### config.mk
export PLATFORM = sky130hd
export DESIGN_NAME = fetch_unit
export DESIGN_NICKNAME = d
export VERILOG_FILES = /design/src/rtl/fetch_pkg.sv /design/src/rtl/fetch_fifo.sv /design/src/rtl/fetch_unit.sv
export SDC_FILE = /design/constraint.sdc
export NUM_CORES = 1
export LEC_CHECK = 0
export CAP_MARGIN = 20
export CORE_MARGIN = 3
export CORE_UTILIZATION = 47
export DETAILED_ROUTE_END_ITERATION = 12
export PLACE_DENSITY = 0.76
export SLEW_MARGIN = 5
export SYNTH_ARGS = -nofsm -noshare
export SYNTH_HDL_FRONTEND = slang
export SYNTH_HIERARCHICAL = 1
export SYNTH_SLANG_ARGS = --single-unit
export TNS_END_PERCENT = 5
### constraint.sdc
create_clock -name clk -period 2.68 [get_ports clk]
set_input_delay 0.268 -clock clk [delete_from_list [all_inputs] [get_ports clk]]
set_output_delay 0.268 -clock clk [all_outputs]
set_load 0.05 [all_outputs]
### src/rtl/fetch_pkg.sv
// Shared widths, FSM encoding and buffer entry layout for the fetch unit.
package fetch_pkg;

    localparam int unsigned ADDR_W     = 8;
    localparam int unsigned DATA_W     = 16;
    localparam int unsigned FIFO_DEPTH = 2;
    localparam int unsigned CNT_W      = 2;   // holds 0..FIFO_DEPTH

    typedef enum logic {
        ST_IDLE = 1'b0,
        ST_RUN  = 1'b1
    } fetch_state_t;

    // One buffered instruction: the word and the address it came from.
    typedef struct packed {
        logic [DATA_W-1:0] data;
        logic [ADDR_W-1:0] pc;
    } fetch_entry_t;

endpackage

### src/rtl/fetch_fifo.sv
// Two-entry instruction buffer with push, pop and flush.
// Ports: clk, rst (async, active-high); i_push/i_data/i_pc write an entry;
// i_pop drops the head; i_flush empties the buffer (wins over push/pop);
// o_data/o_pc show the head; o_count is the occupancy.
module fetch_fifo
    import fetch_pkg::*;
(
    input  logic              clk,
    input  logic              rst,
    input  logic              i_push,
    input  logic [DATA_W-1:0] i_data,
    input  logic [ADDR_W-1:0] i_pc,
    input  logic              i_pop,
    input  logic              i_flush,
    output logic [DATA_W-1:0] o_data,
    output logic [ADDR_W-1:0] o_pc,
    output logic [CNT_W-1:0]  o_count
);

    fetch_entry_t     r_mem [FIFO_DEPTH];
    logic             r_rd_ptr;
    logic             r_wr_ptr;
    logic [CNT_W-1:0] r_count;

    logic w_pop;
    logic w_push;

    // Pop needs data; push needs room unless the head leaves in the same cycle.
    assign w_pop  = i_pop && (r_count != '0);
    assign w_push = i_push && ((r_count != CNT_W'(FIFO_DEPTH)) || w_pop);

    always_ff @(posedge clk or posedge rst) begin
        if (rst) begin
            r_mem[0] <= '0;
            r_mem[1] <= '0;
            r_rd_ptr <= 1'b0;
            r_wr_ptr <= 1'b0;
            r_count  <= '0;
        end else if (i_flush) begin
            r_rd_ptr <= 1'b0;
            r_wr_ptr <= 1'b0;
            r_count  <= '0;
        end else begin
            if (w_push) begin
                r_mem[r_wr_ptr] <= '{data: i_data, pc: i_pc};
                r_wr_ptr        <= ~r_wr_ptr;
            end
            if (w_pop) begin
                r_rd_ptr <= ~r_rd_ptr;
            end
            unique case ({w_push, w_pop})
                2'b10:   r_count <= r_count + CNT_W'(1);
                2'b01:   r_count <= r_count - CNT_W'(1);
                default: r_count <= r_count;
            endcase
        end
    end

    assign o_data  = r_mem[r_rd_ptr].data;
    assign o_pc    = r_mem[r_rd_ptr].pc;
    assign o_count = r_count;

endmodule

### src/rtl/fetch_unit.sv
// Instruction fetch unit: streams words from ROM port A into a 2-entry
// buffer feeding decode, handles redirects, and serves literal reads on
// ROM port B.
// Ports: clk, rst (async, active-high); rom_addr_a/rom_q_a fetch port;
// rom_addr_b/rom_q_b literal port; instr_valid/instr_ready/instr_data/
// instr_pc decode handshake; redir_valid/redir_pc redirect; lit_req/
// lit_addr/lit_valid/lit_data literal request and response.
module fetch_unit
    import fetch_pkg::*;
#(
    parameter logic [ADDR_W-1:0] RESET_PC = 8'h00
) (
    input  logic              clk,
    input  logic              rst,
    output logic [ADDR_W-1:0] rom_addr_a,
    input  logic [DATA_W-1:0] rom_q_a,
    output logic [ADDR_W-1:0] rom_addr_b,
    input  logic [DATA_W-1:0] rom_q_b,
    output logic              instr_valid,
    input  logic              instr_ready,
    output logic [DATA_W-1:0] instr_data,
    output logic [ADDR_W-1:0] instr_pc,
    input  logic              redir_valid,
    input  logic [ADDR_W-1:0] redir_pc,
    input  logic              lit_req,
    input  logic [ADDR_W-1:0] lit_addr,
    output logic              lit_valid,
    output logic [DATA_W-1:0] lit_data
);

    fetch_state_t      r_state;
    fetch_state_t      w_state_nxt;
    logic              w_run;

    logic [ADDR_W-1:0] r_pc;
    logic              r_inflight_valid;
    logic [ADDR_W-1:0] r_inflight_pc;
    logic              r_lit_valid;
    logic [ADDR_W-1:0] r_lit_addr;

    logic [CNT_W-1:0]  w_count;
    logic              w_pop;
    logic              w_push;
    logic              w_issue;
    logic [2:0]        w_load;
    logic [2:0]        w_limit;

    // FSM state register.
    always_ff @(posedge clk or posedge rst) begin
        if (rst) begin
            r_state <= ST_IDLE;
        end else begin
            r_state <= w_state_nxt;
        end
    end

    // FSM next state: IDLE lasts one cycle, RUN holds until reset.
    always_comb begin
        w_state_nxt = r_state;
        unique case (r_state)
            ST_IDLE: w_state_nxt = ST_RUN;
            ST_RUN:  w_state_nxt = ST_RUN;
            default: w_state_nxt = ST_IDLE;
        endcase
    end

    // FSM outputs.
    always_comb begin
        w_run = 1'b0;
        if (r_state == ST_RUN) begin
            w_run = 1'b1;
        end
    end

    assign instr_valid = (w_count != '0);
    assign w_pop       = instr_valid && instr_ready;

    // Buffered + in-flight words after this cycle's pop must stay under two.
    assign w_load  = 3'(w_count) + 3'(r_inflight_valid);
    assign w_limit = 3'd2 + 3'(w_pop);
    assign w_issue = w_run && (redir_valid || (w_load < w_limit));

    // A returning fetch is killed when a redirect lands in the same cycle.
    assign w_push = r_inflight_valid && !redir_valid;

    assign rom_addr_a = redir_valid ? redir_pc : r_pc;

    // Fetch pointer and in-flight tag. A redirect seen before RUN only
    // retargets pc, since no fetch is issued yet.
    always_ff @(posedge clk or posedge rst) begin
        if (rst) begin
            r_pc             <= RESET_PC;
            r_inflight_valid <= 1'b0;
            r_inflight_pc    <= '0;
        end else begin
            if (w_issue) begin
                r_pc <= rom_addr_a + ADDR_W'(1);
            end else if (redir_valid) begin
                r_pc <= redir_pc;
            end
            r_inflight_valid <= w_issue;
            if (w_issue) begin
                r_inflight_pc <= rom_addr_a;
            end
        end
    end

    fetch_fifo u_fifo (
        .clk     (clk),
        .rst     (rst),
        .i_push  (w_push),
        .i_data  (rom_q_a),
        .i_pc    (r_inflight_pc),
        .i_pop   (w_pop),
        .i_flush (redir_valid),
        .o_data  (instr_data),
        .o_pc    (instr_pc),
        .o_count (w_count)
    );

    // Literal port: independent of fetch; address held while idle.
    always_ff @(posedge clk or posedge rst) begin
        if (rst) begin
            r_lit_valid <= 1'b0;
            r_lit_addr  <= '0;
        end else begin
            r_lit_valid <= lit_req;
            if (lit_req) begin
                r_lit_addr <= lit_addr;
            end
        end
    end

    assign rom_addr_b = lit_req ? lit_addr : r_lit_addr;
    assign lit_valid  = r_lit_valid;
    assign lit_data   = rom_q_b;

endmodule

==> results of run 1 <==
-- flip-flops by register name, summed over array words and instances, names as in the netlist --
signal	flops
r_lit_addr	8
r_state	1
u_fifo/r_rd_ptr	1
r_inflight_pc	8
u_fifo/r_mem	48
u_fifo/o_count	2
r_inflight_valid	1
u_fifo/r_wr_ptr	1
lit_valid	1
r_pc	8
-- power by group through the flow --
stage | combinational, uW | clock, uW | sequential (uW)
finish | 1410 | 969 | 1600
global route | 1500 | 1050 | 1630
CTS | 1430 | 1000 | 1600
detailed placement | 1430 | 0 | 1610
global placement | 1410 | 0 | 1600
floorplan | 1100 | 0 | 1570
-- final cells by class --
class / count / area [sq um] / share of cell area, %
Timing Repair Buffer: 87 / 850.8 / 17.95
Multi-Input combinational cell: 154 / 1528 / 32.23
Tap cell: 99 / 123.9 / 2.614
Inverter: 10 / 37.54 / 0.7920
Clock inverter: 5 / 81.33 / 1.716
Clock buffer: 11 / 141.4 / 2.983
Sequential cell: 79 / 1977 / 41.71
-- Yosys cell counts, drive strengths merged --
master / n
mux2: 86
dfrtp: 79
buf: 25
nand2: 13
inv: 10
o21ai: 8
xnor2: 6
a21oi: 5
clkbuf: 3
ha: 3
mux2i: 3
nand2b: 3
nand3: 3
nor2: 3
nor2b: 3
nor3: 3
xor2: 3
a221oi: 1
a32o: 1
a41o: 1
and2b: 1
and3: 1
conb: 1
nand4: 1
nor3b: 1
nor4b: 1
or2: 1
or3: 1
or4b: 1
-- kinds of logic after synthesis --
group	synth area share, %
mux	28.71
compound gates	2.534
xor+xnor	2.101
other cells	0.09994
fa+ha+maj	1.000
simple gates	6.102
buf+inv	6.769
flops	52.68
-- critical path, cell delays in order --
cell,delay [ps]
clkdlybuf4s50_1,690
mux2_2,390
clkdlybuf4s50_1,710
-- metrics by stage --
| stage | cells | power (uW) | area (sq um) | hold WS, ps |
|---|---|---|---|---|
| final | 445 | 3980 | 4740 | 341.4 |
| after global routing | 445 | 4169 | 4740 | 380.2 |
| after CTS | 445 | 4034 | 4740 | 343.5 |
| after detailed placement | 429 | 3045 | 4517 | 483.4 |
| after global placement | 429 | 3014 | 4517 | 479.3 |
| after floorplan | 271 | 2677 | 3752 | 299.4 |
-- how the worst max path moves through the flow --
stage                            from               end  slack (ps)  cells after the start
floorplan           u_fifo/o_count[0]  u_fifo/r_mem[24]         710                      7
global placement              lit_req     rom_addr_b[5]         340                      3
detailed placement            lit_req     rom_addr_b[5]         330                      3
CTS                           lit_req     rom_addr_b[5]         320                      3
global route        u_fifo/o_count[0]  u_fifo/r_mem[33]         180                      6
finish                        lit_req     rom_addr_b[5]         350                      3
-- per-layer routing --
metal | track usage, % | up-vias
met4 | 6.250 | 0
met2 | 23.15 | 79
li1 | - | 1063
met1 | 21.19 | 1099
met3 | 5.604 | 19
met5 | 0 | -
==> impl_metrics.csv, run 1 <==
group,metric,value,unit
finish,most-common-layout-cells,"79 x dfrtp_1, 66 x mux2_2, 64 x clkdlybuf4s50_1",
finish,syn_to_final_growth,26.31,%
drt,via_count,2260,
worst_setup_path,critPathCaptureType,"output pin",
floorplan,io_pins,111,
drt,first_pass_iters,4,
job,maxCapViolCount,0,
drt,wl_met3,572,microns
clock_network,cts_root_buffer,"clkbuf_8",
floorplan,core,7486,sq um
global_routing,grt_usage,15.73,%
clock_network,clock_latency,340,ps
sta,finalCriticalPeriod,2328,ps
global_routing,grt_max_degree,53,
clock_network,cts_buffers,9,
worst_setup_path,worstSetupPathType,"in -> out",
clock_network,clk_pin_slew,80,ps
finish,drive_above_1_share,39.02,%
sta,worst_pin_slew,633.7,ps
global_routing,grt-ovfl-total,0,
synthesis,seq_area_frac_synth,52.68,%
clock_network,cts_setup_buffers,0,
clock_network,cts_tree,"built",
synthesis,synth.top_cell.area_share,52.68,%
finish,antennaDiodeCount,0,
drt,maxUsedRoutingLayer,"met4",
drt,drc,0,
worst_setup_path,worstSetupStartpointType,"primary input",
global_routing,grt_pass1_wl,11050,microns
floorplan,fp.dieH,95.35,microns
sta,setup_violations,0,
synthesis,yosys.area.top_type,"dfrtp_1",
clock_network,h-tree-depth,3,
floorplan,dieArea,9092,sq um
place,gp_congestion,0.7969,
clock_network,cts_hold_buf,0,
finish,final_util,63.31,%
clock_network,cts.repair.resized,0,
drt,wirelength,6839,microns
synthesis,synth_cell_types,40,
power_and_ir_drop,ir_worst_vdd,0.3408,mV
synthesis,synth-seq-cells,79,
worst_setup_path,path_max_fanout,9,
floorplan,start_util,50.13,%
power_and_ir_drop,combPwrFrac,35.6,%
drt,viasPerCell,5.079,
synthesis,syn_avg_cell_area,13.85,sq um
power_and_ir_drop,pwr-share-seq,40.1,%
drt,drtIter0Drc,107,
sta,drv_slew,0,
worst_hold_path,holdCritPathClass,"in -> async",
finish,fill_cells,568,
worst_setup_path,rr_endpoint,"u_fifo/r_mem[35]",
sta,hold_viol_final,0,
worst_setup_path,rr_worst_depth,6,
power_and_ir_drop,clkPwrFrac,24.4,%
synthesis,syn_nets,327,
drt,wl_met2,3011,microns
finish,nNetsFinal,397,
sta,fin_skew,11.38,ps
sta,fmax,429.5,MHz
place,pre_cts_ws,328.6,ps
sta,rsz0062_at_grt,"no",
power_and_ir_drop,p_int,2641,uW
sta,post-route-worst-setup-slack,352.0,ps
sta,fin_tns_setup,0,ps
clock_network,clock_sinks,79,
worst_setup_path,critical_path_required,2410,ps
floorplan,placementRows,31,
worst_setup_path,r2r-start,"u_fifo/o_count[0]",
power_and_ir_drop,power.leakage,0.002145,uW
synthesis,synth_warnings,6,
place,dp_hpwl,4705,microns
global_routing,grt_pass1_vias,2332,
synthesis,synthCells,271,
drt,ant_nets,0,
drt,wl_met1,3121,microns
clock_network,cts_max_path_buffers,2,
power_and_ir_drop,p_per_area,839.7,nW/um^2
sta,fin_crit_sh,86.87,%
status,run_status,"completed",
synthesis,syn_area,3752,sq um
sta,slew_headroom,57.75,%
drt,wl_per_cell,15.37,microns
worst_setup_path,cp.arrival,2060,ps
global_routing,antenna_found_initial,0,
synthesis,synthTopCellsByArea,"dfrtp_1 53%, mux2_2 20%, mux2_4 8.0%",
finish,final_common_cell,"dfrtp_1",
power_and_ir_drop,swShare,33.63,%
worst_setup_path,rrSetupSlack,390,ps
power_and_ir_drop,switchingPower,1339,uW
place,io_buffers,78,
floorplan,die_w,95.35,microns
Note: power is estimated with default switching activity, not from simulation.
==> run 2, diff against run 1 <==
--- a/config.mk
+++ b/config.mk
@@ -8,7 +8,7 @@
 export CAP_MARGIN = 20
 export CORE_MARGIN = 3
-export CORE_UTILIZATION = 47
+export CORE_UTILIZATION = 43
 export DETAILED_ROUTE_END_ITERATION = 12
-export PLACE_DENSITY = 0.76
+export PLACE_DENSITY = 0.73
 export SLEW_MARGIN = 5
 export SYNTH_ARGS = -nofsm -noshare
==> constraint.sdc (replaced) <==
create_clock -name clk -period 1.9 [get_ports clk]
set_input_delay 0.19 -clock clk [delete_from_list [all_inputs] [get_ports clk]]
set_output_delay 0.19 -clock clk [all_outputs]
set_load 0.1 [all_outputs]
==> run 2 against run 1 <==
First-iteration DRC count shrank 55%. Critical path depth grew 5. Global-route usage shrank 0.30 points.
==> impl_metrics.csv, run 2 (synthesis results as in run 1) <==
group,metric,value,unit
global_routing,grt-ovfl-total,0,
finish,final_common_cell,"dfrtp_1",
drt,first_pass_iters,4,
worst_setup_path,critPathCaptureType,"flop",
finish,regMostFlops,"u_fifo/r_mem",
drt,via_count,2313,
clock_network,h-tree-depth,3,
sta,rsz0062_at_grt,"yes",
worst_hold_path,holdCritPathClass,"in -> async",
worst_setup_path,worstSetupPathType,"reg -> reg",
sta,fin_crit_sh,96.51,%
sta,fmax,545.4,MHz
global_routing,grt_pass1_wl,12340,microns
finish,antennaDiodeCount,0,
worst_setup_path,path_delay_family,"simple AND/OR/NAND/NOR gates",
power_and_ir_drop,ir_worst_vdd,0.6464,mV
power_and_ir_drop,p_per_area,1324,nW/um^2
floorplan,dieArea,9883,sq um
power_and_ir_drop,p_total,7111,uW
worst_setup_path,critPathLaunch,"u_fifo/o_count[0]",
sta,drv_slew,0,
floorplan,core,8341,sq um
drt,wirelength,7312,microns
global_routing,grt_pass1_vias,2554,
clock_network,cts_hold_buf,0,
place,dp_hpwl,5129,microns
place,placed_area,5096,sq um
job,maxCapViolCount,0,
worst_setup_path,cp.arrival,2090,ps
sta,setup_violations,0,
power_and_ir_drop,combPwrFrac,47.8,%
finish,nNetsFinal,416,
sta,post-route-worst-setup-slack,66.38,ps
worst_setup_path,path_max_fanout,6,
power_and_ir_drop,pwr-share-seq,31.8,%
drt,wl_per_cell,15.56,microns
place,dp.cells,452,
drt,ant_nets,0,
power_and_ir_drop,swShare,39.01,%
sta,hold_viol_final,0,
drt,viasPerCell,4.921,
clock_network,clock_sinks,79,
global_routing,grt_max_degree,53,
finish,most-common-layout-cells,"77 x dfrtp_1, 66 x mux2_2, 44 x buf_12",
power_and_ir_drop,power.leakage,0.002458,uW
worst_setup_path,rrSetupSlack,70,ps
worst_setup_path,rr_worst_depth,8,
status,run_status,"completed",
finish,fin_cells,470,
floorplan,fp.dieH,99.42,microns
finish,largest_reg_flops,48,
clock_network,clk_pin_slew,80,ps
floorplan,placementRows,33,
power_and_ir_drop,clkPwrFrac,20.4,%
power_and_ir_drop,switchingPower,2774,uW
drt,drc,0,
power_and_ir_drop,p_int,4337,uW
global_routing,antenna_found_initial,0,
clock_network,cts_buffers,9,
worst_setup_path,rr_endpoint,"r_pc[5]",
place,io_buffers,78,
worst_setup_path,cp_slowest_cell,"dfrtp_2",
worst_setup_path,critical_path_required,2150,ps
clock_network,clock_latency,330,ps
finish,post-route-cell-area,5369,sq um
drt,drtIter0Drc,48,
place,gp_congestion,0.8275,
finish,drive_above_1_share,51.23,%
clock_network,cts_max_path_buffers,2,
clock_network,cts_tree,"built",
place,pre_cts_ws,-151.0,ps
sta,finalCriticalPeriod,1834,ps
worst_setup_path,crit_chain,"ha_2 > ha_1 > nor2b_1 > o21ai_1 > nand3_2 > buf_4 > nor4b_4 > xnor2_1",
finish,syn_to_final_growth,43.08,%
floorplan,die_w,99.42,microns
clock_network,cts_root_buffer,"clkbuf_8",
floorplan,io_pins,111,
worst_setup_path,worstSetupStartpointType,"flop",
global_routing,grt_usage,15.44,%
sta,fin_skew,7.346,ps
worst_setup_path,slowest_delay,450,ps
floorplan,start_util,44.99,%
worst_setup_path,r2r-start,"u_fifo/o_count[0]",
worst_setup_path,critPathBufInv,1,
run 2: cell count changes in the layout (fill, tap and decap cells not counted), moves of 2 or more:
| cell | delta |
|---|---|
| o21ai_1 | +2 |
| dfrtp_2 | +2 |
| o21ai_0 | -2 |
| clkdlybuf4s50_1 | -28 |
| buf_12 | +41 |
| clkbuf_8 | +3 |
| dfrtp_1 | -2 |
| buf_4 | +5 |
run 2: how the worst max path moves through the flow:
stage / endpoint / cells past startpoint
2_1_floorplan: u_fifo/r_mem[24] / 7
3_3_place_gp: u_fifo/r_mem[41] / 7
3_5_place_dp: u_fifo/r_mem[28] / 7
4_1_cts: r_pc[5] / 8
5_1_grt: r_pc[5] / 8
6_report: r_pc[5] / 8
run 2: per-layer routing:
| metal | vias up | GRT usage [%] | share of wire (%) |
|---|---|---|---|
| met5 | - | 0 | 0 |
| met4 | 0 | 5.252 | 1.6 |
| met3 | 15 | 4.839 | 7.6 |
| met2 | 79 | 23.40 | 45 |
| met1 | 1120 | 21.08 | 45 |
| li1 | 1099 | - | - |
run 2: stage by stage:
step	setup TNS (ps)	utilization (%)	hold slack (ps)
after floorplan	0	-	221.4
after global placement	-2652	61.10	380.7
after detailed placement	-3614	61.10	380.7
after CTS	0	64.06	247.6
after global routing	-150.2	64.37	273.5
final	0	64.37	236.2
run 2: layout make-up:
class                      instances  area (sq um)
timing repair buffer             106          1440
inverter                          10         37.54
fill                             643          2972
tap                              105         131.4
multi-input combinational        154          1538
clock buffer                      14         182.7
clock inverter                     2         60.06
sequential                        79          1979
run 2: what timing repair did:
action	4_1_cts	5_1_grt
buffers inserted	0	2
pin swaps	2	3
resized for setup	2	4
setup endpoints to repair	21	38
run 2: worst min-delay path, stage by stage:
cell and delay, ps:
clkdlybuf4s50_1 430, inv_2 80, buf_12 250
run 2: power groups by stage:
stage	clock, uW	combinational (uW)	sequential (uW)
after global placement	0	3370	2270
after floorplan	0	2390	2220
after global routing	1560	3520	2310
after CTS	1490	3420	2260
final	1450	3400	2260
after detailed placement	0	3410	2280
==> run 3, diff against run 2 <==
ABC_CLOCK_PERIOD_IN_PS = 2200   (was default)
CORE_MARGIN = default   (was 3)
CORE_UTILIZATION = 51   (was 43)
PLACE_DENSITY = 0.81   (was 0.73)
clock period = 2.2 ns   (was 1.9 ns; I/O delays follow)
==> run 3 against run 2 <==
Utilization increased by 11 points. Clock-buffer cell count is 2 lower. Routed wire length down 1.2%. Final cell count down 4.9%. Highest routed layer unchanged. Critical endpoint is now r_inflight_pc[6]. First-iteration DRC count grew 54%. Largest power group unchanged.
==> impl_metrics.csv, run 3 (synthesis results as in run 1) <==
group,metric,value,unit
status,run_status,"completed",
finish,most-common-layout-cells,"79 x dfrtp_1, 66 x mux2_2, 44 x buf_12",
global_routing,grt_usage,20.21,%
worst_setup_path,critical_path_required,2420,ps
worst_setup_path,crit_chain,"ha_1 > ha_1 > nor2b_1 > o21ai_1 > nand3_2 > inv_2 > mux2_2",
clock_network,cts_hold_buf,0,
clock_network,h-tree-depth,3,
finish,nNetsFinal,403,
power_and_ir_drop,p_per_area,1150,nW/um^2
finish,regMostFlops,"u_fifo/r_mem",
place,dp.cells,432,
clock_network,cts_max_path_buffers,2,
place,dp_hpwl,5187,microns
power_and_ir_drop,clkPwrFrac,19.2,%
clock_network,cts_tree,"built",
worst_setup_path,critPathCaptureType,"flop",
power_and_ir_drop,p_int,3611,uW
floorplan,io_pins,111,
floorplan,placementRows,30,
floorplan,fp.dieH,87.78,microns
sta,worst_pin_slew,516.1,ps
power_and_ir_drop,power.leakage,0.002380,uW
drt,viasPerCell,5.251,
global_routing,grt_max_degree,30,
place,io_buffers,78,
sta,fin_hold_ws,270.8,ps
floorplan,die_w,87.78,microns
sta,fin_tns_setup,0,ps
finish,multiInputGateArea,1528,sq um
place,gp_congestion,0.8104,
sta,fin_crit_sh,93.07,%
clock_network,cts.repair.resized,0,
clock_network,cts_buffers,9,
worst_setup_path,path_max_fanout,10,
worst_setup_path,cpMostUsedCell,"ha_1",
sta,fmax,488.4,MHz
drt,ant_nets,0,
power_and_ir_drop,ir_worst_vdd,0.6362,mV
finish,regArea,1977,sq um
drt,wirelength,7227,microns
drt,drtIter0Drc,74,
drt,drc,0,
finish,drive_above_1_share,47.58,%
sta,hold_viol_final,0,
floorplan,core,6944,sq um
power_and_ir_drop,pwr-share-seq,32.6,%
finish,syn_to_final_growth,38.95,%
finish,antennaDiodeCount,0,
finish,final_common_cell,"dfrtp_1",
global_routing,antenna_found_initial,0,
finish,fin_cells,447,
sta,slew_headroom,65.55,%
clock_network,cts_setup_buffers,0,
clock_network,clock_sinks,79,
drt,via_count,2347,
drt,first_pass_iters,4,
worst_setup_path,cp.arrival,2260,ps
worst_setup_path,worstSetupPathType,"reg -> reg",
worst_hold_path,holdCritPathClass,"in -> async",
clock_network,clock_latency,340,ps
global_routing,grt-ovfl-total,0,
worst_setup_path,cp_slowest_cell,"dfrtp_1",
job,maxCapViolCount,0,
worst_setup_path,worstSetupStartpointType,"flop",
global_routing,grt_pass1_wl,11850,microns
finish,largest_reg_flops,48,
floorplan,dieArea,7704,sq um
power_and_ir_drop,p_total,5996,uW
power_and_ir_drop,switchingPower,2385,uW
power_and_ir_drop,combPwrFrac,48.3,%
sta,fin_skew,9.019,ps
floorplan,start_util,54.04,%
worst_setup_path,slowest_delay,480,ps
clock_network,clk_pin_slew,80,ps
sta,setup_violations,0,
sta,finalCriticalPeriod,2048,ps
global_routing,grt_pass1_vias,2439,
finish,fill_cells,438,
drt,wl_per_cell,16.17,microns
sta,rsz0062_at_grt,"no",
power_and_ir_drop,swShare,39.78,%
clock_network,cts_root_buffer,"clkbuf_8",
sta,drv_slew,0,
## run 3: cell types whose count changed in the layout (fill, tap and decap cells not counted), sizes merged
cell      delta
buf         -13
clkinvlp     +1
clkbuf       -2
## run 3: worst paths after layout
path / depth (start not counted) / to / slack [ps] / from
max in group asynchronous: 3 / u_fifo/r_mem[0] / 1400 / rst
setup / recovery: 7 / r_inflight_pc[6] / 150 / u_fifo/o_count[0]
min in group clk: 0 / lit_data[3] / 440 / rom_q_b[3]
hold / removal: 2 / u_fifo/r_mem[33] / 270 / rst
setup reg to reg: 7 / r_inflight_pc[6] / 150 / u_fifo/o_count[0]
hold reg to reg: 2 / r_inflight_pc[5] / 510 / r_inflight_pc[5]
## run 3: worst max-delay path: cells and delay by family (launching register included)
kind            cells  cell delay, ps
flops               1             480
simple gates        2             310
fa+ha+maj           2             490
compound gates      1              90
mux                 1             360
buf+inv             1             210
## run 3: layout make-up
cell class	count	area share, %
inverters	10	0.7199
clock buffers	12	2.784
repair buffers	93	25.68
flip-flops and latches	79	37.92
multi-input cells	154	29.30
well taps	96	2.304
clock inverters	3	1.296
## run 3: stage by stage
| stage | setup WS (ps) | utilization [%] | cell area, sq um |
|---|---|---|---|
| final | 152.4 | 75.08 | 5214 |
| after global routing | 53.48 | 75.08 | 5214 |
| after detailed placement | 69.55 | 72.02 | 5001 |
| after global placement | 112.3 | 72.02 | 5001 |
| after CTS | 166.2 | 75.08 | 5214 |
| after floorplan | 231.8 | - | 3752 |
## run 3: power groups by stage
stage	clock, uW	sequential (uW)	combinational [uW]
floorplan	0	1920	2070
global placement	0	1960	2870
detailed placement	0	1980	2910
CTS	1170	1950	2920
global route	1230	2000	2990
finish	1150	1950	2890
## run 3: per-layer routing
layer | track usage [%] | part of all wire, %
met2 | 33.05 | 48
met3 | 6.126 | 6.7
met4 | 6.557 | 0.97
met1 | 25.79 | 44
met5 | 0 | 0
==> variant, RTL diff (settings of run 3) <==
`CNT_W`: 2 -> 3.
--- a/src/rtl/fetch_pkg.sv
+++ b/src/rtl/fetch_pkg.sv
@@ -6,3 +6,3 @@
     localparam int unsigned FIFO_DEPTH = 2;
-    localparam int unsigned CNT_W      = 2;   // holds 0..FIFO_DEPTH
+    localparam int unsigned CNT_W      = 3;   // holds 0..FIFO_DEPTH
 
Behaviour: same outputs for any inputs over 10 cycles, from zero or initial values and one cycle with rst high; that may be too few to reach the edited logic, so the function may still have changed.
==> variant against run 3 <==
  * The run now ends with negative setup slack left
  * Global-route usage grew 0.47 points
  * Clock skew grew 0.0058 ns
  * Cell area grew 8.2%
  * Final cell count grew 10%
  * Die area grew 7.4%
  * Setup slack lost 0.16 ns
  * Power grew 8.0%
  * Routed wire length grew 11%
  * Area after synthesis grew 7.6%
  * Sequential cell count grew 1
  * Critical endpoint is now u_fifo/o_count[2]
  * Highest routed layer unchanged
==> variant: results (changes against run 3) <==
- Outcome: finished with violations (was complete, no violations)
- Failing checks: negative setup slack
- Number of global-route vias before repair: 2,788 (was 2,439)
- Comb. pwr: 3.16 mW (was 2.89 mW)
- Final worst slack: -0.00546 ns (was 0.152 ns)
- PwrDens: 1150 nW/um2 (about the same)
- Average size of a mapped cell: 13.4 um2 (was 13.8 um2)
- Complex-gate fraction of the synthesized area: 0.0477 (was 0.0253)
- Setup violations, final: 1 (was 0)
- Final net count: 442 (was 403)
- DR WL/cell: 16.3 um (was 16.2 um)
- Hold_ws: 0.212 ns (was 0.271 ns)
- Setup_tns: -0.00546 ns (was 0 ns)
- Worst path max stage delay: 0.41 ns (was 0.48 ns)
- Clk network pwr share: 0.204 (was 0.192)
- Cells on worst reg2reg path: 8 (was 7)
- Worst VDD drop: 592 uV (was 636 uV)
- XOR/XNOR Fraction of Synth Area: 0.0217 (was 0.0210)
- Post-synthesis mux area share: 0.268 (was 0.287)
- Final RePlAce weighted congestion: 0.772 (was 0.810)
- Initial drt markers: 78 (was 74)
- Setup Skew: 0.0148 ns (was 0.00902 ns)
- Sequential fraction of the synthesis area: 0.496 (was 0.527)
- Area share of fa/ha/maj cells after synthesis: 0.0143 (was 0.0100)
- Top cells by area, synth: dfrtp_1 50%, mux2_2 18%, mux2_4 7.4% (was dfrtp_1 53%, mux2_2 20%, mux2_4 8.0%)
- Filler Cells Inserted: 500 (was 438)
- Worst-path maximum fanout: 5 (was 10)
- GRT Total Usage: 0.207 (was 0.202)
- Placed insts: 476 (was 432)
- Synth unique cells: 50 (was 40)
- Layout area overhead: 39.7% (was 38.9%)
- FF-to-FF End: u_fifo/o_count[2] (was r_inflight_pc[6])
- Via count: 2,579 (was 2,347)
- Final HPWL DP: 5760 um (was 5190 um)
- Post-Syn Nets: 358 (was 327)
- Worst path arrival time: 2.46 ns (was 2.26 ns)
[variant: cell count changes after synthesis, moves of 2 or more]
cell      delta
buf_6        +5
mux2i_1      +4
nor2_1       +4
inv_1        +3
nor3_1       +3
mux2_2       -2
nand2b_1     +2
nor2b_1      -2
nor4_2       +2
o221ai_1     +2
[variant: critical path, delay by kind of cell (launching register included)]
family          cells  cell delay (ns)
simple gates        6             1.10
compound gates      1             0.24
flops               1             0.41
fa+ha+maj           1             0.37
[variant: metal layers]
metal,GRT usage,share of wire,vias up
met4,0.103,0.020,0
li1,-,-,1194
met2,0.343,0.50,83
met3,0.0461,0.049,18
met1,0.255,0.43,1284
met5,0,0,-
[variant: timing repair]
item,in CTS,in global routing
setup buffers,0,0
gates resized for setup,2,6
pin swaps,2,1
setup endpoints to repair,2,15
[variant: area by class of cell]
type	instances	area share
clock buffer	10	0.0244
clock inverter	6	0.0204
inverter	12	0.00799
multi-input combinational	176	0.316
sequential	80	0.355
tap	102	0.0226
timing repair buffer	106	0.253
